--- config.mk ---
export PLATFORM = sky130hd
export DESIGN_NAME = fir_window_sequencer
export DESIGN_NICKNAME = d
export VERILOG_FILES = /design/src/rtl/fir_window_sequencer_pkg.sv /design/src/rtl/fir_window_sequencer_walker.sv /design/src/rtl/fir_window_sequencer.sv
export SDC_FILE = /design/constraint.sdc
export NUM_CORES = 1
export LEC_CHECK = 0
export ABC_AREA = 1
export CAP_MARGIN = 20
export CORE_UTILIZATION = 50
export CTS_BUF_LIST = sky130_fd_sc_hd__clkbuf_4
export CTS_CLUSTER_DIAMETER = 200
export DETAILED_ROUTE_END_ITERATION = 6
export PLACE_DENSITY = 0.77
export SYNTH_ARGS = -nofsm -noshare
export SYNTH_HDL_FRONTEND = slang
export SYNTH_SLANG_ARGS = --single-unit
--- constraint.sdc ---
create_clock -name clk -period 2.11 [get_ports clk]
set_clock_uncertainty 0.2 [all_clocks]
set_input_delay 0.422 -clock clk [delete_from_list [all_inputs] [get_ports clk]]
set_output_delay 0.422 -clock clk [all_outputs]
set_load 0.02 [all_outputs]
--- src/rtl/fir_window_sequencer_pkg.sv ---
// Shared constants and types for the FIR window sequencer.
// Holds the default width constants, the resolution-pair count and the
// sequencer FSM state encoding.
package fir_ds_pkg;

    localparam int X_ROM_LEN_LOG2               = 8;  // X window ROM address width
    localparam int Y_ROM_LEN_LOG2               = 8;  // Y window ROM address width
    localparam int MAX_X_DECIMATION_FACTOR_LOG2 = 4;  // X window value width
    localparam int MAX_Y_DECIMATION_FACTOR_LOG2 = 4;  // Y window value width
    localparam int NUM_RESLUTION_PAIR           = 8;  // number of resolution pairs
    localparam int RP_W                         = 3;  // resolution index width
    localparam int TW_W                         = 12; // target-width counter width

    typedef enum logic [2:0] {
        ST_IDLE = 3'd0,
        ST_CFG0 = 3'd1,
        ST_CFG1 = 3'd2,
        ST_CFG2 = 3'd3,
        ST_RUN  = 3'd4
    } state_t;

endpackage

--- src/rtl/fir_window_sequencer_walker.sv ---
// window_addr_walker: steps through a circular list of window ROM addresses.
// Each address names a window whose length is win_val (0 treated as 1); after
// that many steps the address advances, wrapping from the end address back to
// the start address.
// Ports:
//   clk, rst_n   clock, asynchronous active-low reset
//   load         load start/end addresses, clear the counters
//   start_addr   first address of the list (sampled on load)
//   end_addr     last address of the list (sampled on load)
//   step         one unit consumed this cycle
//   win_val      length of the window at addr
//   addr         current window ROM address
//   last         combinational: this step closes the current window
module window_addr_walker #(
    parameter int AW = 8,
    parameter int VW = 4
) (
    input  logic          clk,
    input  logic          rst_n,
    input  logic          load,
    input  logic [AW-1:0] start_addr,
    input  logic [AW-1:0] end_addr,
    input  logic          step,
    input  logic [VW-1:0] win_val,
    output logic [AW-1:0] addr,
    output logic          last
);

    logic [AW-1:0] start_reg;
    logic [AW-1:0] span_reg;   // end - start, modulo AW bits
    logic [AW-1:0] addr_reg;
    logic [AW-1:0] move_reg;   // addresses advanced since the last wrap
    logic [VW-1:0] cnt_reg;
    logic [VW-1:0] cnt_max;

    // A zero-length window behaves like a one-step window.
    assign cnt_max = (win_val == '0) ? '0 : win_val - VW'(1);
    assign last    = step && (cnt_reg == cnt_max);
    assign addr    = addr_reg;

    always_ff @(posedge clk or negedge rst_n) begin
        if (!rst_n) begin
            start_reg <= '0;
            span_reg  <= '0;
            addr_reg  <= '0;
            move_reg  <= '0;
            cnt_reg   <= '0;
        end else if (load) begin
            start_reg <= start_addr;
            span_reg  <= end_addr - start_addr;
            addr_reg  <= start_addr;
            move_reg  <= '0;
            cnt_reg   <= '0;
        end else if (step) begin
            if (cnt_reg == cnt_max) begin
                cnt_reg <= '0;
                if (move_reg == span_reg) begin
                    addr_reg <= start_reg;
                    move_reg <= '0;
                end else begin
                    addr_reg <= addr_reg + AW'(1);
                    move_reg <= move_reg + AW'(1);
                end
            end else begin
                cnt_reg <= cnt_reg + VW'(1);
            end
        end
    end

endmodule

--- src/rtl/fir_window_sequencer.sv ---
// fir_window_sequencer: walks X and Y decimation-window ROM addresses for a
// selected resolution pair. A start pulse reads the pair's start/end entries
// from the shared start tables (registered read), then RUN advances the X
// window per accepted source pixel and the Y window per completed output line.
// Ports:
//   clk, rst_n            clock, asynchronous active-low reset
//   start                 latch res_idx/tar_width, (re)start configuration
//   res_idx, tar_width    resolution pair, X-output pixels per line
//   tab_addr              start-table address; xtab_data/ytab_data return 1 cycle later
//   xw/xwin_val           X window ROM address and its window length
//   yw/ywin_val           Y window ROM address and its window length
//   data_enable           source pixel accepted
//   en_output             X-output pixel consumed
//   x_win_last            combinational, pixel closes the current X window
//   y_win_last            registered 1-cycle pulse when a Y window closes
//   ready                 high in RUN
//   cfg_err               sticky, strobe seen outside RUN
module fir_window_sequencer #(
    parameter int X_ROM_LEN_LOG2               = fir_ds_pkg::X_ROM_LEN_LOG2,
    parameter int Y_ROM_LEN_LOG2               = fir_ds_pkg::Y_ROM_LEN_LOG2,
    parameter int MAX_X_DECIMATION_FACTOR_LOG2 = fir_ds_pkg::MAX_X_DECIMATION_FACTOR_LOG2,
    parameter int MAX_Y_DECIMATION_FACTOR_LOG2 = fir_ds_pkg::MAX_Y_DECIMATION_FACTOR_LOG2,
    parameter int NUM_RESLUTION_PAIR           = fir_ds_pkg::NUM_RESLUTION_PAIR,
    parameter int RP_W                         = fir_ds_pkg::RP_W,
    parameter int TW_W                         = fir_ds_pkg::TW_W
) (
    input  logic                                    clk,
    input  logic                                    rst_n,
    input  logic                                    start,
    input  logic [RP_W-1:0]                         res_idx,
    input  logic [TW_W-1:0]                         tar_width,
    output logic [RP_W:0]                           tab_addr,
    input  logic [X_ROM_LEN_LOG2-1:0]               xtab_data,
    input  logic [Y_ROM_LEN_LOG2-1:0]               ytab_data,
    output logic [X_ROM_LEN_LOG2-1:0]               xw,
    input  logic [MAX_X_DECIMATION_FACTOR_LOG2-1:0] xwin_val,
    output logic [Y_ROM_LEN_LOG2-1:0]               yw,
    input  logic [MAX_Y_DECIMATION_FACTOR_LOG2-1:0] ywin_val,
    input  logic                                    data_enable,
    input  logic                                    en_output,
    output logic                                    x_win_last,
    output logic                                    y_win_last,
    output logic                                    ready,
    output logic                                    cfg_err
);

    import fir_ds_pkg::*;

    localparam int XA = X_ROM_LEN_LOG2;
    localparam int YA = Y_ROM_LEN_LOG2;
    // Highest pair index with a populated table entry; out-of-range requests clamp here.
    localparam logic [RP_W:0] LAST_PAIR = (RP_W+1)'(NUM_RESLUTION_PAIR - 1);

    state_t          state_reg, state_next;
    logic [RP_W:0]   res_reg;
    logic [TW_W-1:0] tw_reg;
    logic [TW_W-1:0] ocnt_reg;
    logic [XA-1:0]   xs_reg;
    logic [YA-1:0]   ys_reg;
    logic [XA-1:0]   xe_next;
    logic [YA-1:0]   ye_next;
    logic            cfg_err_reg;
    logic            y_win_last_reg;
    logic            run;
    logic            load;
    logic            line_done;
    logic            y_last;

    assign run     = (state_reg == ST_RUN);
    assign load    = (state_reg == ST_CFG2);
    // Table holds the start of the next pair's list, so the end is one below it.
    assign xe_next = xtab_data - XA'(1);
    assign ye_next = ytab_data - YA'(1);

    // tar_width=0 turns every en_output into a line; otherwise the line closes
    // in the cycle after ocnt reaches tar_width, and en_output there is dropped.
    assign line_done = run && ((tw_reg == '0) ? en_output : (ocnt_reg == tw_reg));

    assign ready      = run;
    assign cfg_err    = cfg_err_reg;
    assign y_win_last = y_win_last_reg;

    always_ff @(posedge clk or negedge rst_n) begin
        if (!rst_n) begin
            state_reg <= ST_IDLE;
        end else begin
            state_reg <= state_next;
        end
    end

    always_comb begin
        state_next = state_reg;
        tab_addr   = '0;
        case (state_reg)
            ST_IDLE: state_next = ST_IDLE;
            ST_CFG0: begin
                tab_addr   = res_reg;
                state_next = ST_CFG1;
            end
            ST_CFG1: begin
                tab_addr   = res_reg + (RP_W+1)'(1);
                state_next = ST_CFG2;
            end
            ST_CFG2: state_next = ST_RUN;
            ST_RUN:  state_next = ST_RUN;
            default: state_next = ST_IDLE;
        endcase
        if (start) begin
            state_next = ST_CFG0;
        end
    end

    always_ff @(posedge clk or negedge rst_n) begin
        if (!rst_n) begin
            res_reg        <= '0;
            tw_reg         <= '0;
            ocnt_reg       <= '0;
            xs_reg         <= '0;
            ys_reg         <= '0;
            cfg_err_reg    <= 1'b0;
            y_win_last_reg <= 1'b0;
        end else begin
            if (start) begin
                res_reg <= ({1'b0, res_idx} > LAST_PAIR) ? LAST_PAIR : {1'b0, res_idx};
                tw_reg  <= tar_width;
            end
            if (state_reg == ST_CFG1) begin
                xs_reg <= xtab_data;
                ys_reg <= ytab_data;
            end
            if (load) begin
                ocnt_reg <= '0;
            end else if (run) begin
                if (tw_reg == '0 || ocnt_reg == tw_reg) begin
                    ocnt_reg <= '0;
                end else if (en_output) begin
                    ocnt_reg <= ocnt_reg + TW_W'(1);
                end
            end
            if (start) begin
                cfg_err_reg <= 1'b0;
            end else if (!run && (data_enable || en_output)) begin
                cfg_err_reg <= 1'b1;
            end
            y_win_last_reg <= y_last;
        end
    end

    window_addr_walker #(
        .AW (XA),
        .VW (MAX_X_DECIMATION_FACTOR_LOG2)
    ) u_x_walker (
        .clk        (clk),
        .rst_n      (rst_n),
        .load       (load),
        .start_addr (xs_reg),
        .end_addr   (xe_next),
        .step       (run && data_enable),
        .win_val    (xwin_val),
        .addr       (xw),
        .last       (x_win_last)
    );

    window_addr_walker #(
        .AW (YA),
        .VW (MAX_Y_DECIMATION_FACTOR_LOG2)
    ) u_y_walker (
        .clk        (clk),
        .rst_n      (rst_n),
        .load       (load),
        .start_addr (ys_reg),
        .end_addr   (ye_next),
        .step       (line_done),
        .win_val    (ywin_val),
        .addr       (yw),
        .last       (y_last)
    );

endmodule

**Word-level counts from Yosys, hierarchy flattened**

Cells that the tools add are included.
W data, S select, Z words.

- Flip-flop bits (word level): 120
- Bits in latches: 0
- Memory bits (writable): 0
- ROM bits: 0
- Input bits: 44
- Memories: 0

- Add/subtract/negate cells: 14
- Multiply operators: 0
- Divide/modulo/power cells: 0
- Magnitude comparators: 0
- Equal/unequal tests: 9
- Shifts and indexed selects: 0
- Muxes and demuxes: 34
- Bitwise operators: 0
- Reduce and logical (&&, ||, !) cells: 22

Operator list:

| cell | number |
|---|---|
| $mux W8 | 16 |
| $mux W12 | 4 |
| $add A8 B1 Y8 const B | 4 |
| $mux W4 | 8 |
| $eq A8 B8 Y1 | 2 |
| $sub A8 B1 Y8 const B | 2 |
| $sub A8 B8 Y8 | 2 |
| $add A12 B1 Y12 const B | 1 |
| $eq A12 B12 Y1 | 1 |
| $logic_not A12 Y1 | 1 |
| $reduce_bool A2 Y1 | 6 |
| $pmux W3 S3 | 1 |
| $add A4 B1 Y4 const B | 2 |
| $eq A4 B4 Y1 | 2 |
| $logic_not A4 Y1 | 2 |
| $pmux W4 S2 | 1 |
| $sub A4 B1 Y4 const B | 2 |
| $eq A3 B2 Y1 const B | 2 |
| $reduce_and A2 Y1 | 3 |
| $logic_and A1 B1 Y1 | 5 |
| $add A3 B1 Y4 const B | 1 |
| $eq A3 B1 Y1 const B | 1 |
| $eq A3 B3 Y1 const B | 1 |
| $mux W1 | 3 |
| other kinds (5) | 6 |

**Logic depth before layout (Yosys ltp)**

Gate-level depths: netlist (run 1).

- Depth in word-level cells: 6
- Depth in mapped cells: 13

**Modules after synthesis**

Synthesis (run 1) repeated with hierarchy kept, for this count alone.

- Cell total of the unflattened synthesis: 1043
- Area total of the unflattened synthesis: 7694.9 µm²

By module, submodules not included:

| module | instances | cells an instance | area an instance (µm²) | sequential area each (µm²) |
|---|---|---|---|---|
| window_addr_walker | 2 | 347 | 2483.6 | 900.9 |
| fir_window_sequencer | 1 | 349 | 2727.6 | 1201.2 |

**Least setup slack after synthesis (run 1)**

Ideal clock, no wire load.

- Path type: flip-flop to output port
- Start point: register state_reg[0]
- End point: output tab_addr[3]
- Arrival time: 1637 ps
- Data required time: 1488 ps
- Setup slack: -149 ps
- Cell stages (with the launch flop): 4
- Path buffers: 0
- Cell sequence: dfrtp_1 nor3_1 inv_1 nor4_1

- Longest elaborated chain between the ends: 2

RTL lines:

| element | RTL line | text |
|---|---|---|
| from (decl) | fir_window_sequencer.sv:54 | `state_t state_reg, state_next;` |
| from (signal assigned) | fir_window_sequencer.sv:87 | `state_reg <= state_next;` |
| $eq A3 B2 Y1 / $eq A3 B1 Y1 (equally long branches) | fir_window_sequencer.sv:94 | `case (state_reg)` |
| $pmux W4 S2 * | fir_window_sequencer.sv:94 |  |
| to (decl) | fir_window_sequencer.sv:32 | `output logic [RP_W:0] tab_addr,` |

Mark *: on every way between the ends. The rest lies on a longest branch, timed or not.

**Worst setup path in the final report (run 1)**

- Start point: register state_reg[2]
- End point: output tab_addr[3]

Same word-level chain as after synthesis.

==> reports/qor.csv, run 1 <==
stage;metric;value;unit
status;status;complete, but fails checks;
status;failing checks;setup timing;
timing;Hold Worst Slack;0.133;ns
worst_setup_path;Setup crit start kind;flop;
worst_setup_path;required time of the worst setup path;1.49;ns
floorplan;Initial Util;0.513;
placement;# port buffers;67;
routing;via/cell ratio;5.08;
floorplan;# IOs;68;
yosys;Syn Nets;1022;
finish;FILL cells;1193;
timing;Max Slew Vio Count;0;
timing;setup_tns;-1.64;ns
yosys;Syn Area/Cell;7.46;um^2
timing;Fin. Hold Viols;0;
worst_setup_path;r2r setup slk;-0.03;ns
grt;met3 GRT Util;0.0503;
finish;area added between synthesis and finish;24.4;%
yosys;sequential-to-total area share from yosys stat;0.422;
clocking;CTS clk-pin slew, worst paths;0.10;ns
routing;detailed-route via count;6486;
finish;Layout Nets;1154;
yosys;yosys warns;0;
clocking;clk_lat worst skew;0.56;ns
placement;dpl hpwl;11.4;mm
grt;total track usage;0.235;
clocking;clk sinks;120;
pwr;worst vdd ir;0.429;mV
worst_setup_path;CP bufs+invs;3;
worst_setup_path;R2R depth;12;
routing;DR WL/cell;12.9;um
worst_setup_path;Crit. End Element;output pin;
worst_setup_path;Critical Path Stages;5;
timing;RSZ-0062 raised after global routing;true;
grt;largest net degree at the start of global routing;42;
worst_setup_path;max incr delay on CP;0.42;ns
worst_setup_path;crit path cell chain;buf_6 -> nor3_4 -> inv_2 -> nor4_2 -> buf_4;
placement;worst slack, placed;-0.827;ns
timing;final setup vio count;7;
finish;fin util;0.638;
clocking;CTS Buffer Depth;2;
grt;M1 GR Usage;0.308;
floorplan;Rows;43;
placement;GPL Wtd Cong;0.853;
yosys;cells after synthesis;954;
worst_setup_path;delay-heaviest family, CP;simple AND/OR/NAND/NOR gates;
finish;ratio of cells with drive above 1 in the final layout;0.143;
clocking;CTS buffer count;17;
worst_setup_path;critical setup path kind;flop to output pin;
routing;antenna violation net count after detailed routing;0;
flow_run;max_cap viols;0;
routing;first drt pass iteration count;5;
yosys;number of flops mapped to enable cells by yosys;0;
clocking;CTS tree;yes;
grt;first-pass GRT wire length;27.2;mm
floorplan;Core ar.;13900;um^2
pwr;Pwr Density;916;nW/um^2
timing;min cycle time layout;2.43;ns
grt;grt peak-use layer;met2;
timing;final period utilization;1.15;
worst_setup_path;Worst R2R Start;state_reg[0]$_DFF_PN0_;
yosys;distinct cell type count after synthesis;39;
pwr;Lkg Pwr;4.54;nW
timing;slew at the pin closest to its max-slew limit;0.421;ns
routing;final WL;16.5;mm
pwr;total power;8.11;mW
yosys;Mapped Area;7120;um^2
floorplan;Die X;121;um
yosys;Seq cells post-synth;120;
floorplan;Die Y-Extent;121;um
grt;M2 GR Usage;0.381;
grt;total grt overflow;0;
worst_setup_path;RR Endpoint;ocnt_reg[9]$_DFFE_PN0P_;
timing;final worst-path setup slack;-0.320;ns
routing;DRC errors left;0;
worst_setup_path;Crit-path slowest cell;dfrtp_1;
worst_setup_path;CP arrival;1.81;ns
yosys;top_reg_cell synth;dfrtp_1;
yosys;ys async rst share;1.00;
worst_setup_path;Max Fanout on Critical Path;3;
grt;initial antenna violation count;1;
min_path;Hold/Removal Path Class;primary input to asynchronous set/reset pin;
floorplan;full die area;14700;um^2
timing;Rel. slew slack;0.719;
routing;DR iter-0 viols;427;
clocking;Root Buffer Master;clkbuf_4;
timing;Fmax;411;MHz
grt;vias in the first global route;5977;
clocking;H-Tree Depth;4;
-- cell usage after synthesis (13+ instances only) --
| library cell | n | share of area |
|---|---|---|
| nor3_1 | 15 | 0.011 |
| nand2_1 | 359 | 0.19 |
| xnor2_1 | 23 | 0.028 |
| o21ai_0 | 63 | 0.044 |
| clkbuf_1 | 13 | 0.0069 |
| nor2_1 | 44 | 0.023 |
| dfrtp_1 | 120 | 0.42 |
| xor2_1 | 33 | 0.041 |
| ha_1 | 22 | 0.039 |
| nand4_1 | 16 | 0.014 |
| nand3_1 | 71 | 0.050 |
| a21oi_1 | 17 | 0.012 |
| inv_1 | 99 | 0.052 |
-- metal layers --
metal,share of wire,vias up
li1,-,3287
met1,0.45,2993
met2,0.48,172
met3,0.045,34
met4,0.020,0
met5,0,-
-- worst register-to-register path: stages (launching register included) --
cell        delay, ns
dfrtp_1          0.41
buf_6            0.13
buf_4            0.12
buf_4            0.13
nand3_2          0.16
clkinvlp_4       0.19
nor2_1           0.12
nand3_1          0.09
nand2_1          0.10
buf_6            0.15
inv_1            0.06
nand2_1          0.09
nand2_1          0.07
-- final cells by class --
| cell class | instances | area [um^2] | area share |
|---|---|---|---|
| inverters | 101 | 383 | 0.0432 |
| repair buffers | 144 | 1350 | 0.153 |
| diodes | 1 | 2.50 | 0.000283 |
| clock buffers | 23 | 173 | 0.0195 |
| flip-flops and latches | 120 | 3000 | 0.339 |
| well taps | 180 | 225 | 0.0254 |
| clock inverters | 7 | 55.1 | 0.00622 |
| multi-input cells | 702 | 3660 | 0.413 |
-- power breakdown --
part           leakage, nW  switching [mW]  internal, mW
registers             1.52           0.528          2.91
logic                 2.89            1.79          1.45
clock network        0.134           0.808         0.630
total                 4.54            3.12          4.99
-- worst max-delay path by stage --
stage,start,endpoint,slack [ns]
3_3_place_gp,xwin_val[0],x_win_last,-0.77
2_1_floorplan,state_reg[0]$_DFF_PN0_,tab_addr[3],0.08
3_5_place_dp,xwin_val[0],x_win_last,-0.83
5_1_grt,state_reg[2]$_DFF_PN0_,tab_addr[3],-0.42
4_1_cts,state_reg[0]$_DFF_PN0_,tab_addr[3],-0.33
6_report,state_reg[2]$_DFF_PN0_,tab_addr[3],-0.32
-- cells by family (layout without fill, tap and decap cells) --
group | after synthesis | after routing | synth area share
AO/OA/AOI/OAI | 88 | 88 | 0.0633
adder cells (fa/ha/maj) | 24 | 24 | 0.0443
AND/OR/NAND/NOR | 530 | 530 | 0.316
flip-flops | 120 | 120 | 0.422
multiplexers | 1 | 1 | 0.00158
XOR/XNOR | 59 | 59 | 0.0758
other | 0 | 1 | 0
buffers and inverters | 132 | 275 | 0.0775
-- timing repair --
| action | in CTS | in global routing |
|---|---|---|
| hold endpoints to repair | 103 | 0 |
| gates resized for setup | 78 | 24 |
| hold buffers | 1 | 0 |
| pin swaps | 5 | 5 |
| buffers inserted | 17 | 5 |
| gates cloned | 0 | 1 |
| endpoints found under the setup margin | 25 | 30 |
-- layout by cell type, fill, tap and decap left out, types with 3 or more instances in the layout --
cell	count
a21oi_1	17
buf_12	6
buf_4	63
buf_6	13
clkbuf_4	23
clkdlybuf4s50_1	42
clkinv_1	4
dfrtp_1	120
dlygate4sd2_1	18
ha_1	21
inv_1	93
inv_2	7
nand2_1	355
nand2_2	5
nand2_4	5
nand3_1	69
nand3_2	3
nand4_1	16
nor2_1	40
nor2_2	7
nor3_1	14
o21ai_0	56
o21ai_1	6
o22ai_1	4
or2_2	5
xnor2_1	23
xnor2_2	3
xor2_1	33
-- through the flow --
stage | cell area (um^2) | instances
after global routing | 8850 | 1278
after global placement | 8350 | 1228
after floorplan | 7120 | 954
after detailed placement | 8350 | 1228
after CTS | 8750 | 1276
final | 8850 | 1278
Note: power is estimated with default switching activity, not from simulation.
==> run 2: changes to the inputs <==
- CAP_MARGIN: 20 -> not set
- MAX_ROUTING_LAYER: not set -> met4
==> run 2 against run 1 <==
- the flow still finishes with violations (setup timing)
- utilization is essentially flat
- first-iteration DRC count down 2.1%
- register-to-register slack about the same
- highest routed layer unchanged
- via count is 0.63% lower
- non-clock buffer count did not move
- largest cell class unchanged
- final cell count barely moved
- sequential share of layout area is essentially flat
==> reports/qor.csv, run 2 (same netlist as run 1, synthesis figures left out) <==
stage;metric;value;unit
finish;most frequent cells in the layout;355 x nand2_1, 120 x dfrtp_1, 93 x inv_1, 69 x nand3_1, 63 x buf_4;
clocking;CTS tree;yes;
timing;final worst-path setup slack;-0.306;ns
clocking;H-Tree Depth;4;
clocking;CTS clk-pin slew, worst paths;0.10;ns
worst_setup_path;Setup crit start kind;flop;
placement;DP Area;8350;um^2
finish;FF+latch area;3000;um^2
status;failing checks;setup timing;
grt;initial antenna violation count;0;
worst_setup_path;crit path cell chain;buf_6 -> inv_2 -> nor3_4 -> inv_2 -> nor4_2 -> buf_4;
worst_setup_path;max incr delay on CP;0.42;ns
floorplan;# IOs;68;
placement;dpl hpwl;11.4;mm
grt;total grt overflow;0;
worst_setup_path;Crit path top cell by count;inv_2;
worst_setup_path;Crit. End Element;output pin;
routing;DRC errors left;0;
finish;commonest non-fill, non-tap cell in the layout;nand2_1;
worst_setup_path;Max Fanout on Critical Path;3;
floorplan;full die area;14700;um^2
clocking;clk sinks;120;
grt;first-pass GRT wire length;27.2;mm
finish;FILL cells;1194;
finish;Diodes inserted;0;
routing;detailed-route via count;6445;
floorplan;Rows;43;
pwr;Pwr Density;916;nW/um^2
worst_setup_path;required time of the worst setup path;1.49;ns
floorplan;Core ar.;13900;um^2
pwr;worst vdd ir;0.430;mV
timing;RSZ-0062 raised after global routing;true;
grt;vias in the first global route;5968;
placement;# port buffers;67;
clocking;Root Buffer Master;clkbuf_4;
routing;final WL;16.5;mm
finish;Layout Nets;1154;
routing;antenna violation net count after detailed routing;0;
timing;Fmax;414;MHz
placement;GPL Wtd Cong;0.867;
routing;DR iter-0 viols;418;
finish;area of the multi-input gates;3660;um^2
grt;total track usage;0.242;
clocking;CTS Buffer Depth;2;
timing;Fin. Hold Viols;0;
status;status;complete, but fails checks;
floorplan;Initial Util;0.513;
timing;Max Slew Vio Count;0;
routing;DR WL/cell;12.9;um
timing;slew at the pin closest to its max-slew limit;0.421;ns
clocking;clk_lat worst skew;0.55;ns
finish;ratio of cells with drive above 1 in the final layout;0.143;
finish;area added between synthesis and finish;24.3;%
clocking;CTS buffer count;17;
routing;first drt pass iteration count;7;
floorplan;Die X;121;um
timing;min cycle time layout;2.42;ns
grt;largest net degree at the start of global routing;42;
worst_setup_path;Crit-path slowest cell;dfrtp_1;
placement;worst slack, placed;-0.827;ns
timing;final period utilization;1.15;
flow_run;max_cap viols;0;
floorplan;Die Y-Extent;121;um
timing;Rel. slew slack;0.719;
routing;via/cell ratio;5.05;
worst_setup_path;critical setup path kind;flop to output pin;
worst_setup_path;CP arrival;1.79;ns
timing;final setup vio count;7;
min_path;Hold/Removal Path Class;primary input to asynchronous set/reset pin;
finish;Final Instance Area;8850;um^2
pwr;Lkg Pwr;4.54;nW
finish;fin util;0.638;
run 2: cell count changes in the layout (fill, tap and decap cells not counted):
cell and delta:
diode_2 -1
run 2: path summary, 6_finish.rpt:
path | to | slack, ns | start | cells past startpoint
max | tab_addr[3] | -0.31 | state_reg[1]$_DFF_PN0_ | 6
min | u_x_walker.cnt_reg[2]$_DFFE_PN0P_ | 0.14 | rst_n | 2
max reg2reg | ocnt_reg[9]$_DFFE_PN0P_ | -0.04 | state_reg[0]$_DFF_PN0_ | 12
min reg2reg | u_y_walker.start_reg[7]$_DFFE_PN0N_ | 0.28 | u_y_walker.start_reg[7]$_DFFE_PN0N_ | 2
max in group asynchronous | ys_reg[3]$_DFFE_PN0N_ | 0.97 | rst_n | 3
min in group clk | res_reg[1]$_DFFE_PN0P_ | 0.22 | res_idx[1] | 3
run 2: repair_timing:
action | CTS | global route
buffers inserted | 17 | 5
hold endpoints to repair | 103 | 0
resized for setup | 78 | 24
hold buffers | 1 | 0
cloned | 0 | 1
endpoints found under the setup margin | 25 | 29
pin swaps | 5 | 5
run 2: through the flow:
| stage | setup TNS (ns) | hold slack (ns) | total power [mW] | instances |
|---|---|---|---|---|
| floorplan | 0 | -0.0736 | 5.53 | 954 |
| global placement | -11.65 | 0.188 | 6.54 | 1228 |
| detailed placement | -14.45 | 0.196 | 6.65 | 1228 |
| CTS | -2.08 | 0.124 | 8.06 | 1276 |
| global route | -3.03 | 0.161 | 8.76 | 1277 |
| finish | -1.61 | 0.143 | 8.11 | 1277 |
run 2: power breakdown:
group	switching, mW	internal, mW	total (mW)
combinational	1.78	1.45	3.24
sequential	0.525	2.91	3.43
clock	0.814	0.631	1.44
run 2: layer usage:
metal | share of wire | wire, um | GRT usage | vias up
met3 | 0.045 | 740 | 0.0489 | 31
met4 | 0.018 | 299 | 0.0880 | 0
met5 | 0 | 0 | - | -
li1 | - | - | - | 3279
met2 | 0.48 | 7970 | 0.380 | 164
met1 | 0.46 | 7520 | 0.309 | 2971
run 2: area by class of cell:
class / count / area share
inverter: 101 / 0.0433
clock inverter: 7 / 0.00622
clock buffer: 23 / 0.0195
multi-input combinational: 702 / 0.413
tap: 180 / 0.0254
timing repair buffer: 144 / 0.153
sequential: 120 / 0.339
run 2: worst max-delay path, delay by kind of cell (launching register included):
family	cells	cell delay (ns)
and+or+nand+nor	2	0.37
DFF	1	0.42
buffers and inverters	4	0.45
==> run 3: changes to the inputs <==
- CORE_UTILIZATION: 50 -> 42
- PLACE_DENSITY: 0.77 -> 0.67
==> run 3 against run 2 <==
- the run still ends with setup timing left
- combinational power fell by 3%
- die area is 19% higher
- clock-buffer cell count down 4
- global-route usage is 4.3 points lower
- register-to-register slack gained 0.16 ns
- critical path depth fell by 1
- critical path type unchanged
==> reports/qor.csv, run 3 (same netlist as run 1, synthesis figures left out) <==
stage;metric;value;unit
status;status;complete, but fails checks;
status;failing checks;setup timing;
pwr;Pwr Density;919;nW/um^2
floorplan;Rows;47;
clocking;H-Tree Depth;4;
timing;Rel. slew slack;0.721;
routing;first drt pass iteration count;5;
finish;Layout Nets;1149;
placement;GPL Wtd Cong;0.813;
timing;RSZ-0062 raised after global routing;true;
placement;# placed instances;1272;
worst_setup_path;required time of the worst setup path;1.49;ns
grt;first-pass GRT wire length;26.9;mm
finish;commonest non-fill, non-tap cell in the layout;nand2_1;
worst_setup_path;Crit. End Element;output pin;
timing;Fin. Hold Viols;0;
grt;initial antenna violation count;1;
finish;FILL cells;1570;
placement;DP Area;8440;um^2
timing;slew at the pin closest to its max-slew limit;0.417;ns
grt;total grt overflow;0;
routing;DR WL/cell;12.1;um
clocking;clk_lat worst skew;0.54;ns
clocking;Root Buffer Master;clkbuf_4;
timing;Fmax;419;MHz
worst_setup_path;Max Fanout on Critical Path;3;
finish;ratio of cells with drive above 1 in the final layout;0.142;
routing;antenna violation net count after detailed routing;0;
routing;via/cell ratio;4.77;
finish;Final Instance Area;8850;um^2
grt;total track usage;0.198;
floorplan;Core ar.;16600;um^2
routing;DRC errors left;0;
worst_setup_path;RR Endpoint;u_x_walker.move_reg[6]$_DFFE_PN0P_;
finish;most frequent cells in the layout;355 x nand2_1, 120 x dfrtp_1, 93 x inv_1, 69 x nand3_1, 63 x buf_4;
clocking;CTS clk-pin slew, worst paths;0.11;ns
timing;final setup vio count;6;
worst_setup_path;R2R depth;9;
floorplan;full die area;17500;um^2
grt;largest net degree at the start of global routing;59;
pwr;Lkg Pwr;4.53;nW
timing;final period utilization;1.13;
clocking;CTS Buffer Depth;2;
worst_setup_path;Worst R2R Start;state_reg[0]$_DFF_PN0_;
routing;DR iter-0 viols;436;
grt;met3 GRT Util;0.0365;
timing;Hold Worst Slack;0.0758;ns
clocking;CTS tree;yes;
grt;M1 GR Usage;0.266;
grt;grt peak-use layer;met2;
routing;detailed-route via count;6277;
worst_setup_path;r2r setup slk;0.12;ns
flow_run;max_cap viols;0;
floorplan;Die X;132;um
floorplan;Initial Util;0.429;
finish;fin util;0.534;
grt;vias in the first global route;5605;
worst_setup_path;Setup crit start kind;flop;
pwr;worst vdd ir;0.549;mV
floorplan;# IOs;68;
routing;final WL;15.9;mm
floorplan;Die Y-Extent;132;um
finish;area added between synthesis and finish;24.3;%
timing;Max Slew Vio Count;0;
clocking;CTS buffer count;17;
timing;final worst-path setup slack;-0.279;ns
clocking;clk sinks;120;
placement;dpl hpwl;11.6;mm
finish;fin cells;1315;
worst_setup_path;CP arrival;1.77;ns
placement;# port buffers;67;
grt;M2 GR Usage;0.302;
worst_setup_path;critical setup path kind;flop to output pin;
timing;min cycle time layout;2.39;ns
min_path;Hold/Removal Path Class;primary input to asynchronous set/reset pin;
==> run 3: cell types whose count changed in the layout (fill, tap and decap cells not counted), sizes merged <==
cell	delta
diode	+1
bufinv	+1
buf	-4
clkbuf	-5
clkinv	+5
==> run 3: cell type report <==
type / count / area, um^2 / area share
multi-input combinational: 702 / 3650 / 0.412
clock inverter: 13 / 111 / 0.0126
clock buffer: 19 / 143 / 0.0161
antenna: 1 / 2.50 / 0.000283
inverter: 101 / 383 / 0.0433
timing repair buffer: 139 / 1280 / 0.145
tap: 220 / 275 / 0.0311
sequential: 120 / 3000 / 0.339
==> run 3: worst max path at each step <==
stage	slack, ns	end	start	cells past startpoint
global route	-0.40	x_win_last	state_reg[2]$_DFF_PN0_	7
detailed placement	-0.81	x_win_last	xwin_val[0]	9
finish	-0.28	tab_addr[2]	state_reg[2]$_DFF_PN0_	5
CTS	-0.33	tab_addr[3]	state_reg[0]$_DFF_PN0_	5
floorplan	0.08	tab_addr[3]	state_reg[0]$_DFF_PN0_	3
global placement	-0.78	x_win_last	xwin_val[0]	9
==> run 3: stage by stage <==
step                      setup WS [ns]  total power, mW  TNS (ns)
after global routing             -0.401             8.84     -2.07
after CTS                        -0.330             8.18     -1.61
after detailed placement         -0.813             6.67    -13.75
after global placement           -0.782             6.61    -12.57
final                            -0.279             8.13     -1.35
after floorplan                  0.0788             5.53         0
==> run 3: metal layers <==
metal	part of all wire	wire, um
met1	0.49	7810
met2	0.46	7260
met3	0.036	573
met4	0.014	218
met5	0	0
==> run 3: timing repair <==
action                                  4_1_cts  5_1_grt
resized for setup                            70       23
pin swaps                                     4        5
endpoints found under the setup margin       24       20
setup buffers                                 4        6
hold endpoints to repair                    120        0
hold buffers                                  1        0
==> run 3: report_power, final <==
group	internal, mW	leakage [nW]	switching [mW]
clock	0.699	0.152	0.852
sequential	2.91	1.52	0.526
combinational	1.42	2.86	1.73
==> run 3: critical path: stages, from the launching register on <==
cell and delay, ns:
dfrtp_1 0.43, buf_6 0.13, nor3_4 0.24, inv_2 0.09
o22ai_1 0.15, buf_4 0.17
